**src/rtl/axi_read_arbiter.sv**
```systemverilog
// AXI read arbiter: shares one AXI AR/R channel between the instruction
// and data caches with round-robin grant and one read outstanding.
module axi_read_arbiter (
    input  logic        clk,
    input  logic        rst,

    input  logic [31:0] i_araddr,
    input  logic [7:0]  i_arlen,
    input  logic        i_arvalid,
    output logic        i_arready,
    output logic [31:0] i_rdata,
    output logic        i_rlast,
    output logic        i_rvalid,
    input  logic        i_rready,

    input  logic [31:0] d_araddr,
    input  logic [7:0]  d_arlen,
    input  logic        d_arvalid,
    output logic        d_arready,
    output logic [31:0] d_rdata,
    output logic        d_rlast,
    output logic        d_rvalid,
    input  logic        d_rready,

    output logic [31:0] m_araddr,
    output logic [7:0]  m_arlen,
    output logic [3:0]  m_arid,
    output logic        m_arvalid,
    input  logic        m_arready,

    input  logic [31:0] m_rdata,
    input  logic [3:0]  m_rid,
    input  logic        m_rlast,
    input  logic        m_rvalid,
    output logic        m_rready,

    output logic        rd_err
);

    typedef enum logic [1:0] {IDLE, ADDR, DATA} state_t;

    state_t      state;
    logic        gnt_d;
    logic        last_d;
    logic [31:0] lat_addr;
    logic [7:0]  lat_len;
    logic [7:0]  beat_cnt;

    logic        win_d;
    logic        in_addr;
    logic        in_data;
    logic        beat_fire;
    logic [3:0]  issued_id;
    logic        id_bad;
    logic        last_early;
    logic        last_missing;

    // On a tie the side that did not win last time gets the bus.
    assign win_d = d_arvalid && (!i_arvalid || !last_d);

    assign in_addr   = (state == ADDR);
    assign in_data   = (state == DATA);
    assign issued_id = {3'b000, gnt_d};

    assign m_arvalid = in_addr;
    assign m_araddr  = lat_addr;
    assign m_arlen   = lat_len;
    assign m_arid    = issued_id;

    assign i_arready = in_addr && !gnt_d && m_arready;
    assign d_arready = in_addr && gnt_d && m_arready;

    assign m_rready = in_data && (gnt_d ? d_rready : i_rready);

    assign i_rdata  = m_rdata;
    assign d_rdata  = m_rdata;
    assign i_rvalid = in_data && !gnt_d && m_rvalid;
    assign d_rvalid = in_data && gnt_d && m_rvalid;
    assign i_rlast  = in_data && !gnt_d && m_rlast;
    assign d_rlast  = in_data && gnt_d && m_rlast;

    assign beat_fire    = in_data && m_rvalid && m_rready;
    assign id_bad       = (m_rid != issued_id);
    assign last_early   = m_rlast && (beat_cnt != lat_len);
    assign last_missing = !m_rlast && (beat_cnt == lat_len);

    always_ff @(posedge clk or negedge rst) begin
        if (!rst) begin
            state    <= IDLE;
            gnt_d    <= 1'b0;
            last_d   <= 1'b0;
            lat_addr <= 32'd0;
            lat_len  <= 8'd0;
            beat_cnt <= 8'd0;
            rd_err   <= 1'b0;
        end else begin
            unique case (state)
                IDLE: begin
                    if (i_arvalid || d_arvalid) begin
                        gnt_d    <= win_d;
                        lat_addr <= win_d ? d_araddr : i_araddr;
                        lat_len  <= win_d ? d_arlen : i_arlen;
                        state    <= ADDR;
                    end
                end
                ADDR: begin
                    if (m_arready) begin
                        beat_cnt <= 8'd0;
                        state    <= DATA;
                    end
                end
                DATA: begin
                    if (beat_fire) begin
                        beat_cnt <= beat_cnt + 8'd1;
                        if (id_bad || last_early || last_missing)
                            rd_err <= 1'b1;
                        if (m_rlast) begin
                            last_d <= gnt_d;
                            state  <= IDLE;
                        end
                    end
                end
                default: state <= IDLE;
            endcase
        end
    end

endmodule

```
**config.mk**
```make
export PLATFORM = sky130hd
export DESIGN_NAME = axi_read_arbiter
export DESIGN_NICKNAME = d
export VERILOG_FILES = /design/src/rtl/axi_read_arbiter.sv
export SDC_FILE = /design/constraint.sdc
export NUM_CORES = 1
export LEC_CHECK = 0
export ABC_AREA = 1
export CAP_MARGIN = 20
export CELL_PAD_IN_SITES_DETAIL_PLACEMENT = 0
export CELL_PAD_IN_SITES_GLOBAL_PLACEMENT = 2
export CORE_MARGIN = 2
export CORE_UTILIZATION = 15
export DETAILED_ROUTE_END_ITERATION = 8
export GPL_ROUTABILITY_DRIVEN = 1
export GPL_TIMING_DRIVEN = 0
export HOLD_SLACK_MARGIN = 0.03
export PLACE_DENSITY = 0.8
export SYNTH_ARGS = -nofsm -noshare
export SYNTH_HDL_FRONTEND = slang
export SYNTH_SLANG_ARGS = --single-unit
```
**constraint.sdc**
```tcl
create_clock -name clk -period 1.21 [get_ports clk]
set_input_delay 0.242 -clock clk [delete_from_list [all_inputs] [get_ports clk]]
set_output_delay 0.242 -clock clk [all_outputs]
set_load 0.05 [all_outputs]
```
==> run_summary.xml, run 1 <==
<?xml version="1.0" encoding="UTF-8"?>
<metrics>
  <group name="timing">
    <metric name="finalWorstPathRequiredPeriod" unit="ns">1.61</metric>
    <metric name="final_cycle_share" unit="%">133</metric>
    <metric name="timing.final.hold_violations" unit="">0</metric>
    <metric name="grt_setup_unrepaired" unit="">yes</metric>
    <metric name="final.setup.worst_slack" unit="ns">-0.404</metric>
    <metric name="tightest_slew" unit="ns">0.777</metric>
    <metric name="timing.clock.skew" unit="ns">0.00386</metric>
    <metric name="finalSetupViolCount" unit="">62</metric>
    <metric name="maxSlewViolCount" unit="">0</metric>
    <metric name="slew_limit_headroom" unit="%">48.2</metric>
    <metric name="fmax" unit="MHz">620</metric>
  </group>
  <group name="place">
    <metric name="finalWeightedCongestion" unit="">0.703</metric>
    <metric name="place_ws" unit="ns">-0.922</metric>
    <metric name="port_buffers" unit="">206</metric>
    <metric name="dp.final_hpwl" unit="mm">9.49</metric>
  </group>
  <group name="clock_tree">
    <metric name="path_clk_slew" unit="ns">0.07</metric>
    <metric name="clockRootBuffer" unit="">sky130_fd_sc_hd__clkbuf_16</metric>
    <metric name="insertion_delay" unit="ns">0.30</metric>
    <metric name="tritoncts" unit="">done</metric>
    <metric name="h-tree-depth" unit="">2</metric>
    <metric name="postCtsHoldBufs" unit="">0</metric>
    <metric name="clock_sink_count" unit="">53</metric>
    <metric name="cts-buffers-inserted" unit="">5</metric>
    <metric name="ctsLongestPathBuffers" unit="">2</metric>
  </group>
  <group name="setup_path">
    <metric name="endpoint" unit="">i_rvalid</metric>
    <metric name="critical_path_peak_fanout" unit="">4</metric>
    <metric name="critical_path.startpoint_type" unit="">flop</metric>
    <metric name="cp.arrival" unit="ns">1.37</metric>
    <metric name="crit_chain" unit="">buf_12, nor2_4, nand2_4, nor2_4, buf_6</metric>
    <metric name="critical_path.max_stage_delay" unit="ns">0.45</metric>
    <metric name="worst_r2r_endpoint" unit="">beat_cnt[5]$_DFFE_PN0P_</metric>
    <metric name="worstRegToRegCells" unit="">9</metric>
    <metric name="cp_data_required_time" unit="ns">0.97</metric>
    <metric name="critPathSlowestCell" unit="">sky130_fd_sc_hd__dfrtp_2</metric>
    <metric name="timing.reg2reg.setup_slack" unit="ns">-0.34</metric>
    <metric name="cp-end-kind" unit="">output port</metric>
    <metric name="crit_path_frequent_cell" unit="">sky130_fd_sc_hd__nor2_4</metric>
    <metric name="rr_startpoint" unit="">state[0]$_DFFE_PN0P_</metric>
    <metric name="crit_type" unit="">flop to output port</metric>
    <metric name="startpoint" unit="">state[0]$_DFFE_PN0P_</metric>
  </group>
  <group name="grt">
    <metric name="grt_overflow" unit="">0</metric>
    <metric name="vias_in_the_first_global_route" unit="">3397</metric>
    <metric name="global_route_wire_length_before_repair" unit="mm">18.5</metric>
    <metric name="globalRouteTotalUtil" unit="%">10.7</metric>
    <metric name="initial_antenna_violation_count" unit="">1</metric>
    <metric name="largest_net_degree_at_the_start_of_global_routing" unit="">54</metric>
  </group>
  <group name="yosys">
    <metric name="yosysWarningCount" unit="">0</metric>
    <metric name="synth_cell_types" unit="">31</metric>
    <metric name="synth_area" unit="um^2">3200</metric>
    <metric name="synth.avg_cell_area" unit="um^2">7.90</metric>
    <metric name="flop_and_latch_count_out_of_synthesis" unit="">53</metric>
    <metric name="synth_sequential_area_ratio" unit="%">41.5</metric>
    <metric name="postSynthCellCount" unit="">405</metric>
  </group>
  <group name="floorplanning">
    <metric name="start_util" unit="%">15.3</metric>
    <metric name="die_area" unit="um^2">22500</metric>
    <metric name="ioPinCount" unit="">242</metric>
    <metric name="die_y" unit="um">150</metric>
    <metric name="fp.dieW" unit="um">150</metric>
    <metric name="placementRows" unit="">53</metric>
    <metric name="core_region_area" unit="um^2">21000</metric>
  </group>
  <group name="status">
    <metric name="failing_checks" unit="">setup timing</metric>
    <metric name="run_status" unit="">finished with violations</metric>
  </group>
  <group name="pwr">
    <metric name="cellInternalPower" unit="mW">7.07</metric>
    <metric name="combPwrFrac" unit="%">67.3</metric>
    <metric name="sequentialPowerShare" unit="%">21.9</metric>
    <metric name="switching_power" unit="mW">7.14</metric>
    <metric name="p_per_area" unit="nW/um^2">2260</metric>
    <metric name="power_leakage" unit="nW">2.91</metric>
    <metric name="power.ir.vdd_worst" unit="mV">1.10</metric>
    <metric name="power.switching_fraction" unit="%">50.2</metric>
    <metric name="clockPowerShare" unit="%">10.9</metric>
  </group>
  <group name="detailed_routing">
    <metric name="drt_first_iter_violations" unit="">92</metric>
    <metric name="detail_route.vias_per_cell" unit="">3.70</metric>
    <metric name="routed_wire_length_per_instance" unit="um">13.9</metric>
    <metric name="drc_errors" unit="">0</metric>
    <metric name="totalWireLength" unit="mm">12.9</metric>
    <metric name="ant_nets" unit="">0</metric>
    <metric name="detail_route.first_pass.iterations" unit="">6</metric>
    <metric name="dr_total_vias" unit="">3460</metric>
  </group>
  <group name="finish">
    <metric name="flow.area_growth_from_synthesis" unit="%">97.0</metric>
    <metric name="layout.filler_cells" unit="">2303</metric>
    <metric name="post_route_cells_drive_above_1_share" unit="%">36.9</metric>
    <metric name="finalCoreUtilization" unit="%">30.1</metric>
    <metric name="finalNetCount" unit="">783</metric>
  </group>
  <group name="flow_run">
    <metric name="max_cap_violations" unit="">0</metric>
  </group>
  <group name="worst_hold_path">
    <metric name="hp-class" unit="">input port to async pin</metric>
  </group>
</metrics>
per-layer routing:
metal / part of all wire [%] / global-route usage (%)
met2: 50 / 18.2
met4: 0.90 / 2.74
met1: 42 / 13.1
met3: 7.0 / 3.32
met5: 0 / 0
registers in the layout, indices dropped and copies added (netlist names):
| name | cells |
|---|---|
| beat_cnt | 8 |
| gnt_d | 1 |
| last_d | 1 |
| m_araddr | 32 |
| m_arlen | 8 |
| rd_err | 1 |
| state | 2 |
stage by stage:
stage / setup TNS (ns) / total power, mW / hold WS (ns) / instances / cell area, um^2
after global placement: -171.39 / 11.3 / 0.449 / 888 / 5720
after floorplan: -3.27 / 8.33 / -0.0536 / 407 / 3310
final: -13.21 / 14.2 / 0.0236 / 934 / 6300
after CTS: -14.12 / 13.1 / 0.0456 / 918 / 5920
after global routing: -18.16 / 15.2 / 0.0778 / 934 / 6300
after detailed placement: -57.59 / 11.3 / 0.381 / 888 / 5710
cells in the final DEF, fill, tap and decap left out, drive strengths merged, types with 2 or more instances in the layout:
cell and n:
o21ai 83, inv 18, buf 149, nor4 3
conb 3, nand3 6, clkbuf 32, nand2 76
xor2 2, o22ai 4, dfrtp 53, o31ai 2
clkdlybuf4s50 89, a21oi 5, xnor2 4, dlygate4sd2 65
nor2 57
worst max-delay path, delay by kind of cell, from the launching register on:
kind	cells	cell delay (ns)
buf+inv	2	0.31
simple gates	3	0.32
flops	1	0.45
cell families (layout without fill, tap and decap cells):
family	after synthesis	after routing	share of synthesized area (%)
buf+inv	104	355	20.7
fa+ha+maj	1	1	0.391
other cells	1	4	0.117
simple gates	145	145	20.1
xor+xnor	6	6	1.64
compound gates	95	95	15.5
flops	53	53	41.5
cells in the mapped netlist, drive strengths merged:
cell     n  area share (%)
nor4     3            0.59
o22ai    4            0.78
o31ai    2            0.47
inv     19             2.2
xor2     2            0.55
and2     1            0.23
xnor2    4             1.1
a21oi    5            0.90
nor2    57             7.6
buf     75              17
nand2   76              10
nor3     1            0.16
nor3b    1            0.23
dfrtp   53              41
conb     1            0.12
ha       1            0.39
nand3    6             1.3
o21ai   83              13
o21a     1            0.23
clkbuf  10             1.2
layout make-up:
type | count | area (um^2) | area share, %
Sequential cell | 53 | 1340 | 21.3
Buffer | 79 | 618 | 9.81
Tap cell | 275 | 344 | 5.46
Inverter | 19 | 88.8 | 1.41
Antenna cell | 1 | 2.50 | 0.0397
Timing Repair Buffer | 249 | 2360 | 37.4
Clock buffer | 8 | 146 | 2.32
Multi-Input combinational cell | 250 | 1400 | 22.3
power groups by stage:
stage,Clock [mW],Sequential (mW),Combinational (mW)
2_1_floorplan,0,5.41,2.92
3_3_place_gp,0,3.11,8.15
3_5_place_dp,0,3.14,8.13
4_1_cts,1.61,3.12,8.35
5_1_grt,1.68,3.22,10.3
6_report,1.54,3.11,9.56
worst min-delay path by stage:
stage / startpoint / end / slack [ns] / cells after the start
final: rst / m_arlen[0]$_DFFE_PN0P_ / 0.02 / 1
after global routing: rst / m_arlen[0]$_DFFE_PN0P_ / 0.08 / 1
after CTS: rst / m_arlen[0]$_DFFE_PN0P_ / 0.05 / 1
after detailed placement: rst / rd_err$_DFFE_PN0P_ / 0.38 / 1
after global placement: rd_err$_DFFE_PN0P_ / rd_err$_DFFE_PN0P_ / 0.45 / 2
after floorplan: rst / beat_cnt[0]$_DFFE_PN0P_ / -0.05 / 0
repair_timing:
action	CTS	global route
endpoints found under the hold margin	0	0
setup buffers	28	15
resized for setup	393	109
pin swaps	11	26
gates cloned	0	5
setup endpoints to repair	167	76
Note: power is estimated with default switching activity, not from simulation.
==> inputs of run 2 (changes only) <==
- CELL_PAD_IN_SITES_DETAIL_PLACEMENT: 0 -> 1
==> run_summary.xml, run 2 (synthesis results as in run 1) <==
<?xml version="1.0" encoding="UTF-8"?>
<metrics>
  <group name="clock_tree">
    <metric name="tritoncts" unit="">done</metric>
    <metric name="clock_sink_count" unit="">53</metric>
    <metric name="path_clk_slew" unit="ns">0.08</metric>
    <metric name="ctsLongestPathBuffers" unit="">2</metric>
    <metric name="postCtsHoldBufs" unit="">0</metric>
    <metric name="clockRootBuffer" unit="">sky130_fd_sc_hd__clkbuf_16</metric>
    <metric name="insertion_delay" unit="ns">0.30</metric>
    <metric name="cts-buffers-inserted" unit="">5</metric>
    <metric name="h-tree-depth" unit="">2</metric>
  </group>
  <group name="detailed_routing">
    <metric name="drt_first_iter_violations" unit="">42</metric>
    <metric name="routed_wire_length_per_instance" unit="um">14.6</metric>
    <metric name="dr_total_vias" unit="">3497</metric>
    <metric name="detail_route.vias_per_cell" unit="">3.76</metric>
    <metric name="drc_errors" unit="">0</metric>
    <metric name="totalWireLength" unit="mm">13.5</metric>
    <metric name="ant_nets" unit="">0</metric>
    <metric name="detail_route.first_pass.iterations" unit="">4</metric>
  </group>
  <group name="grt">
    <metric name="global_route_wire_length_before_repair" unit="mm">20.1</metric>
    <metric name="globalRouteTotalUtil" unit="%">11.7</metric>
    <metric name="vias_in_the_first_global_route" unit="">3607</metric>
    <metric name="grt_overflow" unit="">0</metric>
    <metric name="largest_net_degree_at_the_start_of_global_routing" unit="">54</metric>
    <metric name="initial_antenna_violation_count" unit="">0</metric>
  </group>
  <group name="setup_path">
    <metric name="cp-end-kind" unit="">output port</metric>
    <metric name="worst_r2r_endpoint" unit="">beat_cnt[5]$_DFFE_PN0P_</metric>
    <metric name="crit_type" unit="">flop to output port</metric>
    <metric name="timing.reg2reg.setup_slack" unit="ns">-0.29</metric>
    <metric name="worstRegToRegCells" unit="">11</metric>
    <metric name="critical_path_peak_fanout" unit="">5</metric>
    <metric name="cp_data_required_time" unit="ns">0.97</metric>
    <metric name="cp.arrival" unit="ns">1.34</metric>
    <metric name="rr_startpoint" unit="">gnt_d$_DFFE_PN0P_</metric>
    <metric name="critical_path.startpoint_type" unit="">flop</metric>
  </group>
  <group name="timing">
    <metric name="hold_ws" unit="ns">0.0187</metric>
    <metric name="timing.clock.skew" unit="ns">0.00778</metric>
    <metric name="finalSetupTns" unit="ns">-14.61</metric>
    <metric name="grt_setup_unrepaired" unit="">yes</metric>
    <metric name="finalWorstPathRequiredPeriod" unit="ns">1.58</metric>
    <metric name="slew_limit_headroom" unit="%">47.1</metric>
    <metric name="timing.final.hold_violations" unit="">0</metric>
    <metric name="final_cycle_share" unit="%">131</metric>
    <metric name="maxSlewViolCount" unit="">0</metric>
    <metric name="finalSetupViolCount" unit="">62</metric>
    <metric name="tightest_slew" unit="ns">0.794</metric>
    <metric name="final.setup.worst_slack" unit="ns">-0.375</metric>
    <metric name="fmax" unit="MHz">631</metric>
  </group>
  <group name="pwr">
    <metric name="switching_power" unit="mW">7.09</metric>
    <metric name="power_leakage" unit="nW">2.87</metric>
    <metric name="sequentialPowerShare" unit="%">22.0</metric>
    <metric name="clockPowerShare" unit="%">12.5</metric>
    <metric name="p_per_area" unit="nW/um^2">2260</metric>
    <metric name="combPwrFrac" unit="%">65.5</metric>
    <metric name="cellInternalPower" unit="mW">6.95</metric>
    <metric name="power.ir.vdd_worst" unit="mV">0.803</metric>
    <metric name="power.switching_fraction" unit="%">50.5</metric>
  </group>
  <group name="floorplanning">
    <metric name="fp.dieW" unit="um">150</metric>
    <metric name="die_area" unit="um^2">22500</metric>
    <metric name="die_y" unit="um">150</metric>
    <metric name="core_region_area" unit="um^2">21000</metric>
    <metric name="ioPinCount" unit="">242</metric>
    <metric name="start_util" unit="%">15.3</metric>
    <metric name="placementRows" unit="">53</metric>
  </group>
  <group name="place">
    <metric name="place_ws" unit="ns">-0.916</metric>
    <metric name="finalWeightedCongestion" unit="">0.703</metric>
    <metric name="dp.final_hpwl" unit="mm">10.1</metric>
    <metric name="port_buffers" unit="">206</metric>
  </group>
  <group name="finish">
    <metric name="layout.cells.most_common_list" unit="">sky130_fd_sc_hd__buf_4, sky130_fd_sc_hd__clkdlybuf4s50_1, sky130_fd_sc_hd__nand2_1, sky130_fd_sc_hd__dlygate4sd2_1</metric>
    <metric name="flow.area_growth_from_synthesis" unit="%">94.6</metric>
    <metric name="flip_flop_count_of_the_largest_register_all_copies_and_words_added" unit="">32</metric>
    <metric name="n_antenna_cell" unit="">0</metric>
    <metric name="finalCoreUtilization" unit="%">29.7</metric>
    <metric name="finalNetCount" unit="">779</metric>
    <metric name="layout_commonest_cell" unit="">sky130_fd_sc_hd__buf_4</metric>
    <metric name="post_route_cells_drive_above_1_share" unit="%">35.6</metric>
  </group>
  <group name="status">
    <metric name="failing_checks" unit="">setup timing</metric>
    <metric name="run_status" unit="">finished with violations</metric>
  </group>
  <group name="flow_run">
    <metric name="max_cap_violations" unit="">0</metric>
  </group>
  <group name="worst_hold_path">
    <metric name="hp-class" unit="">input port to async pin</metric>
  </group>
</metrics>
## run 2: cell count changes in the layout (fill, tap and decap cells not counted), sizes merged
cell	previous run	this run
clkbuf	32	27
buf	149	148
bufinv	0	1
clkdlybuf4s50	89	90
diode	1	0
dlygate4sd2	65	64
inv	18	19
## run 2: area by class of cell
class	instances	area (um^2)
Buffer	85	687
Clock buffer	7	143
Clock inverter	1	30.0
Fill cell	2503	14700
Inverter	19	88.8
Multi-Input combinational cell	250	1380
Sequential cell	53	1340
Tap cell	275	344
Timing Repair Buffer	238	2200
Timing Repair inverter	1	6.26
## run 2: stage by stage
step,cell area [um^2],cells,power (mW)
global placement,5720,888,11.3
CTS,6150,926,14.1
detailed placement,5710,888,11.3
finish,6220,929,14.0
floorplan,3310,407,8.33
global route,6220,929,14.9
## run 2: timing repair
| item | in CTS | in global routing |
|---|---|---|
| pin swaps | 11 | 8 |
| hold endpoints to repair | 0 | 0 |
| gates resized for setup | 430 | 26 |
| endpoints found under the setup margin | 167 | 72 |
| setup buffers | 25 | 4 |
| cloned | 5 | 0 |
## run 2: worst max-delay path by stage
stage,slack (ns),end,cells after the start,start
floorplan,-0.37,d_arready,4,state[0]$_DFFE_PN0P_
global placement,-2.38,m_arlen[1]$_DFFE_PN0P_,1,rst
detailed placement,-0.92,i_rlast,4,m_rlast
CTS,-0.40,d_rlast,3,state[0]$_DFFE_PN0P_
global route,-0.44,i_arready,5,state[0]$_DFFE_PN0P_
finish,-0.37,d_rlast,3,state[0]$_DFFE_PN0P_
## run 2: power groups by stage
stage	Combinational (mW)	Sequential [mW]	Clock [mW]
finish	9.19	3.09	1.75
detailed placement	8.18	3.15	0
CTS	9.15	3.10	1.84
global placement	8.15	3.11	0
global route	9.84	3.21	1.89
floorplan	2.92	5.41	0
## run 2: critical path, cell delays in order, from the launching register on
cell and delay [ns]:
sky130_fd_sc_hd__dfrtp_2 0.47, sky130_fd_sc_hd__buf_4 0.17, sky130_fd_sc_hd__nor4_4 0.21, sky130_fd_sc_hd__buf_6 0.19
## run 2: layer usage
metal	wire [um]	global-route usage (%)	vias up
met3	877	3.17	8
met4	70	1.70	0
met1	5600	14.0	1645
met5	0	0	-
met2	6990	21.1	115
li1	-	-	1729
==> inputs of run 3 (changes only) <==
- ABC_AREA: 1 -> 0
- CORE_MARGIN: 2 -> default
- CORE_UTILIZATION: 15 -> 16
- PLACE_DENSITY: 0.8 -> 0.81
==> run_summary.xml, run 3 <==
<?xml version="1.0" encoding="UTF-8"?>
<metrics>
  <group name="status">
    <metric name="run_status" unit="">finished with violations</metric>
    <metric name="failing_checks" unit="">setup timing</metric>
  </group>
  <group name="yosys">
    <metric name="synth_largest_area_cell" unit="">sky130_fd_sc_hd__dfrtp_1</metric>
    <metric name="synth.most_common_cell" unit="">sky130_fd_sc_hd__buf_4</metric>
    <metric name="postSynth.asyncResetShare" unit="%">100</metric>
    <metric name="synth_area" unit="um^2">3150</metric>
    <metric name="yosysWarningCount" unit="">0</metric>
    <metric name="synth.top_cells.by_count" unit="">sky130_fd_sc_hd__buf_4, sky130_fd_sc_hd__dfrtp_1, sky130_fd_sc_hd__nand2_1, sky130_fd_sc_hd__o21ai_0, sky130_fd_sc_hd__mux2i_1</metric>
    <metric name="postSynthCellCount" unit="">329</metric>
    <metric name="flop_and_latch_count_out_of_synthesis" unit="">53</metric>
    <metric name="yosysTopAreaCellShare" unit="%">42.2</metric>
    <metric name="synth_flop_cell" unit="">sky130_fd_sc_hd__dfrtp_1</metric>
    <metric name="count_of_flip_flops_with_a_built_in_enable_after_synthesis" unit="">0</metric>
    <metric name="netlist_top_cells_area" unit="">sky130_fd_sc_hd__dfrtp_1, sky130_fd_sc_hd__buf_4, sky130_fd_sc_hd__mux2i_1</metric>
    <metric name="synth_cell_types" unit="">35</metric>
    <metric name="synth.avg_cell_area" unit="um^2">9.56</metric>
    <metric name="synth_sequential_area_ratio" unit="%">42.2</metric>
  </group>
  <group name="timing">
    <metric name="finalWorstPathRequiredPeriod" unit="ns">1.68</metric>
    <metric name="slew_limit_headroom" unit="%">61.4</metric>
    <metric name="tightest_slew" unit="ns">0.577</metric>
    <metric name="finalSetupViolCount" unit="">62</metric>
    <metric name="grt_setup_unrepaired" unit="">yes</metric>
    <metric name="maxSlewViolCount" unit="">0</metric>
    <metric name="final.setup.worst_slack" unit="ns">-0.469</metric>
    <metric name="hold_ws" unit="ns">0.431</metric>
    <metric name="fmax" unit="MHz">596</metric>
    <metric name="final_cycle_share" unit="%">139</metric>
    <metric name="timing.final.hold_violations" unit="">0</metric>
    <metric name="timing.clock.skew" unit="ns">0.00839</metric>
  </group>
  <group name="detailed_routing">
    <metric name="drt_first_iter_violations" unit="">70</metric>
    <metric name="dr_total_vias" unit="">3300</metric>
    <metric name="detail_route.first_pass.iterations" unit="">4</metric>
    <metric name="ant_nets" unit="">0</metric>
    <metric name="routed_wire_length_per_instance" unit="um">14.8</metric>
    <metric name="drc_errors" unit="">0</metric>
    <metric name="totalWireLength" unit="mm">12.5</metric>
    <metric name="detail_route.vias_per_cell" unit="">3.91</metric>
  </group>
  <group name="finish">
    <metric name="post_route_cells_drive_above_1_share" unit="%">41.2</metric>
    <metric name="flip_flop_count_of_the_largest_register_all_copies_and_words_added" unit="">32</metric>
    <metric name="flow.area_growth_from_synthesis" unit="%">105</metric>
    <metric name="layout_commonest_cell" unit="">sky130_fd_sc_hd__clkdlybuf4s50_1</metric>
    <metric name="finalCoreUtilization" unit="%">34.0</metric>
    <metric name="layoutNonFillerInstCount" unit="">843</metric>
    <metric name="layout.cells.most_common_list" unit="">sky130_fd_sc_hd__clkdlybuf4s50_1, sky130_fd_sc_hd__buf_4, sky130_fd_sc_hd__dlygate4sd2_1, sky130_fd_sc_hd__nand2_1, sky130_fd_sc_hd__dfrtp_1</metric>
    <metric name="finalNetCount" unit="">707</metric>
  </group>
  <group name="place">
    <metric name="port_buffers" unit="">206</metric>
    <metric name="dp.final_hpwl" unit="mm">9.26</metric>
    <metric name="dp_cells" unit="">798</metric>
    <metric name="finalWeightedCongestion" unit="">0.699</metric>
    <metric name="place_ws" unit="ns">-0.965</metric>
  </group>
  <group name="flow_run">
    <metric name="max_cap_violations" unit="">0</metric>
  </group>
  <group name="floorplanning">
    <metric name="fp.dieW" unit="um">142</metric>
    <metric name="start_util" unit="%">16.6</metric>
    <metric name="placementRows" unit="">50</metric>
    <metric name="die_area" unit="um^2">20200</metric>
    <metric name="core_region_area" unit="um^2">19000</metric>
    <metric name="ioPinCount" unit="">242</metric>
    <metric name="die_y" unit="um">142</metric>
  </group>
  <group name="grt">
    <metric name="globalRouteTotalUtil" unit="%">12.0</metric>
    <metric name="initial_antenna_violation_count" unit="">2</metric>
    <metric name="grt_overflow" unit="">0</metric>
    <metric name="largest_net_degree_at_the_start_of_global_routing" unit="">38</metric>
    <metric name="vias_in_the_first_global_route" unit="">3666</metric>
    <metric name="global_route_wire_length_before_repair" unit="mm">18.5</metric>
  </group>
  <group name="setup_path">
    <metric name="critical_path_peak_fanout" unit="">5</metric>
    <metric name="cp.arrival" unit="ns">1.44</metric>
    <metric name="cp_data_required_time" unit="ns">0.97</metric>
    <metric name="crit_type" unit="">flop to output port</metric>
    <metric name="worstRegToRegCells" unit="">5</metric>
    <metric name="critical_path.startpoint_type" unit="">flop</metric>
    <metric name="cp-end-kind" unit="">output port</metric>
  </group>
  <group name="clock_tree">
    <metric name="cts-buffers-inserted" unit="">5</metric>
    <metric name="path_clk_slew" unit="ns">0.08</metric>
    <metric name="clock_sink_count" unit="">53</metric>
    <metric name="tritoncts" unit="">done</metric>
    <metric name="insertion_delay" unit="ns">0.30</metric>
    <metric name="ctsLongestPathBuffers" unit="">2</metric>
    <metric name="clockRootBuffer" unit="">sky130_fd_sc_hd__clkbuf_16</metric>
    <metric name="h-tree-depth" unit="">2</metric>
  </group>
  <group name="pwr">
    <metric name="power.ir.vdd_worst" unit="mV">0.811</metric>
    <metric name="power_leakage" unit="nW">3.01</metric>
    <metric name="p_per_area" unit="nW/um^2">2180</metric>
  </group>
  <group name="worst_hold_path">
    <metric name="hp-class" unit="">input port to async pin</metric>
  </group>
</metrics>
## run 3: report_power, final
part	internal (mW)	switching (mW)	total (mW)
clock	1.20	0.736	1.93
sequential	2.56	0.572	3.13
combinational	3.41	5.54	8.95
total	7.16	6.85	14.0
## run 3: cells by family (layout without fill, tap and decap cells)
family                   Yosys count  in the layout  synth area share (%)
adder cells (fa/ha/maj)            1              1                 0.398
XOR/XNOR                          11             11                  3.06
AO/OA/AOI/OAI                     54             55                  9.19
buffers and inverters             85            335                  18.7
AND/OR/NAND/NOR                   79             79                  11.7
flip-flops                        53             53                  42.2
other                              1              4                 0.119
multiplexers                      45             45                  14.7
## run 3: layout make-up
| type | count | area [um^2] |
|---|---|---|
| multi-input cells | 194 | 1560 |
| plain buffers | 80 | 694 |
| clock inverters | 3 | 68.8 |
| well taps | 260 | 325 |
| repair buffers | 244 | 2310 |
| fillers | 2158 | 12500 |
| inverters | 3 | 17.5 |
| diodes | 1 | 2.50 |
| flip-flops and latches | 53 | 1340 |
| clock buffers | 5 | 125 |
## run 3: what timing repair did
item | CTS | global route
buffers inserted | 23 | 10
endpoints found under the setup margin | 167 | 74
cloned | 4 | 4
resized for setup | 458 | 82
hold buffers | 1 | 0
pin swaps | 12 | 11
endpoints found under the hold margin | 16 | 0
## run 3: path summary, 6_finish.rpt
| path | slack (ns) | from | end |
|---|---|---|---|
| hold / removal | 0.43 | rst | state[1]$_DFFE_PN0P_ |
| min in group clk | 0.48 | m_araddr[1]$_DFFE_PN0P_ | m_araddr[1]$_DFFE_PN0P_ |
| hold reg to reg | 0.48 | m_araddr[1]$_DFFE_PN0P_ | m_araddr[1]$_DFFE_PN0P_ |
| setup reg to reg | -0.42 | gnt_d$_DFFE_PN0P_ | beat_cnt[1]$_DFFE_PN0P_ |
| max in group asynchronous | 0.21 | rst | m_arlen[7]$_DFFE_PN0P_ |
| setup / recovery | -0.47 | state[0]$_DFFE_PN0P_ | d_arready |
## run 3: per-stage QoR
step | power [mW] | TNS (ns) | instance area (um^2)
after floorplan | 7.89 | -2.99 | 3210
after global placement | 10.6 | -160.00 | 5600
after detailed placement | 10.8 | -65.85 | 5620
after CTS | 13.4 | -14.38 | 6160
after global routing | 14.8 | -17.87 | 6430
final | 14.0 | -13.09 | 6440
## run 3: worst max-delay path, stage by stage, from the launching register on
cell and delay (ns):
sky130_fd_sc_hd__dfrtp_2 0.46, sky130_fd_sc_hd__buf_4 0.16, sky130_fd_sc_hd__nand2b_4 0.07, sky130_fd_sc_hd__clkinvlp_4 0.12, sky130_fd_sc_hd__and3_4 0.18, sky130_fd_sc_hd__buf_8 0.15
## run 3: per-layer routing
metal	vias up	global-route usage, %	share of wire, %	wire length, um
met4	2	4.30	1.9	231
met1	1580	12.5	38	4730
met3	20	3.23	7.1	885
li1	1553	-	-	-
met5	-	0	0.10	13
met2	145	22.8	53	6600
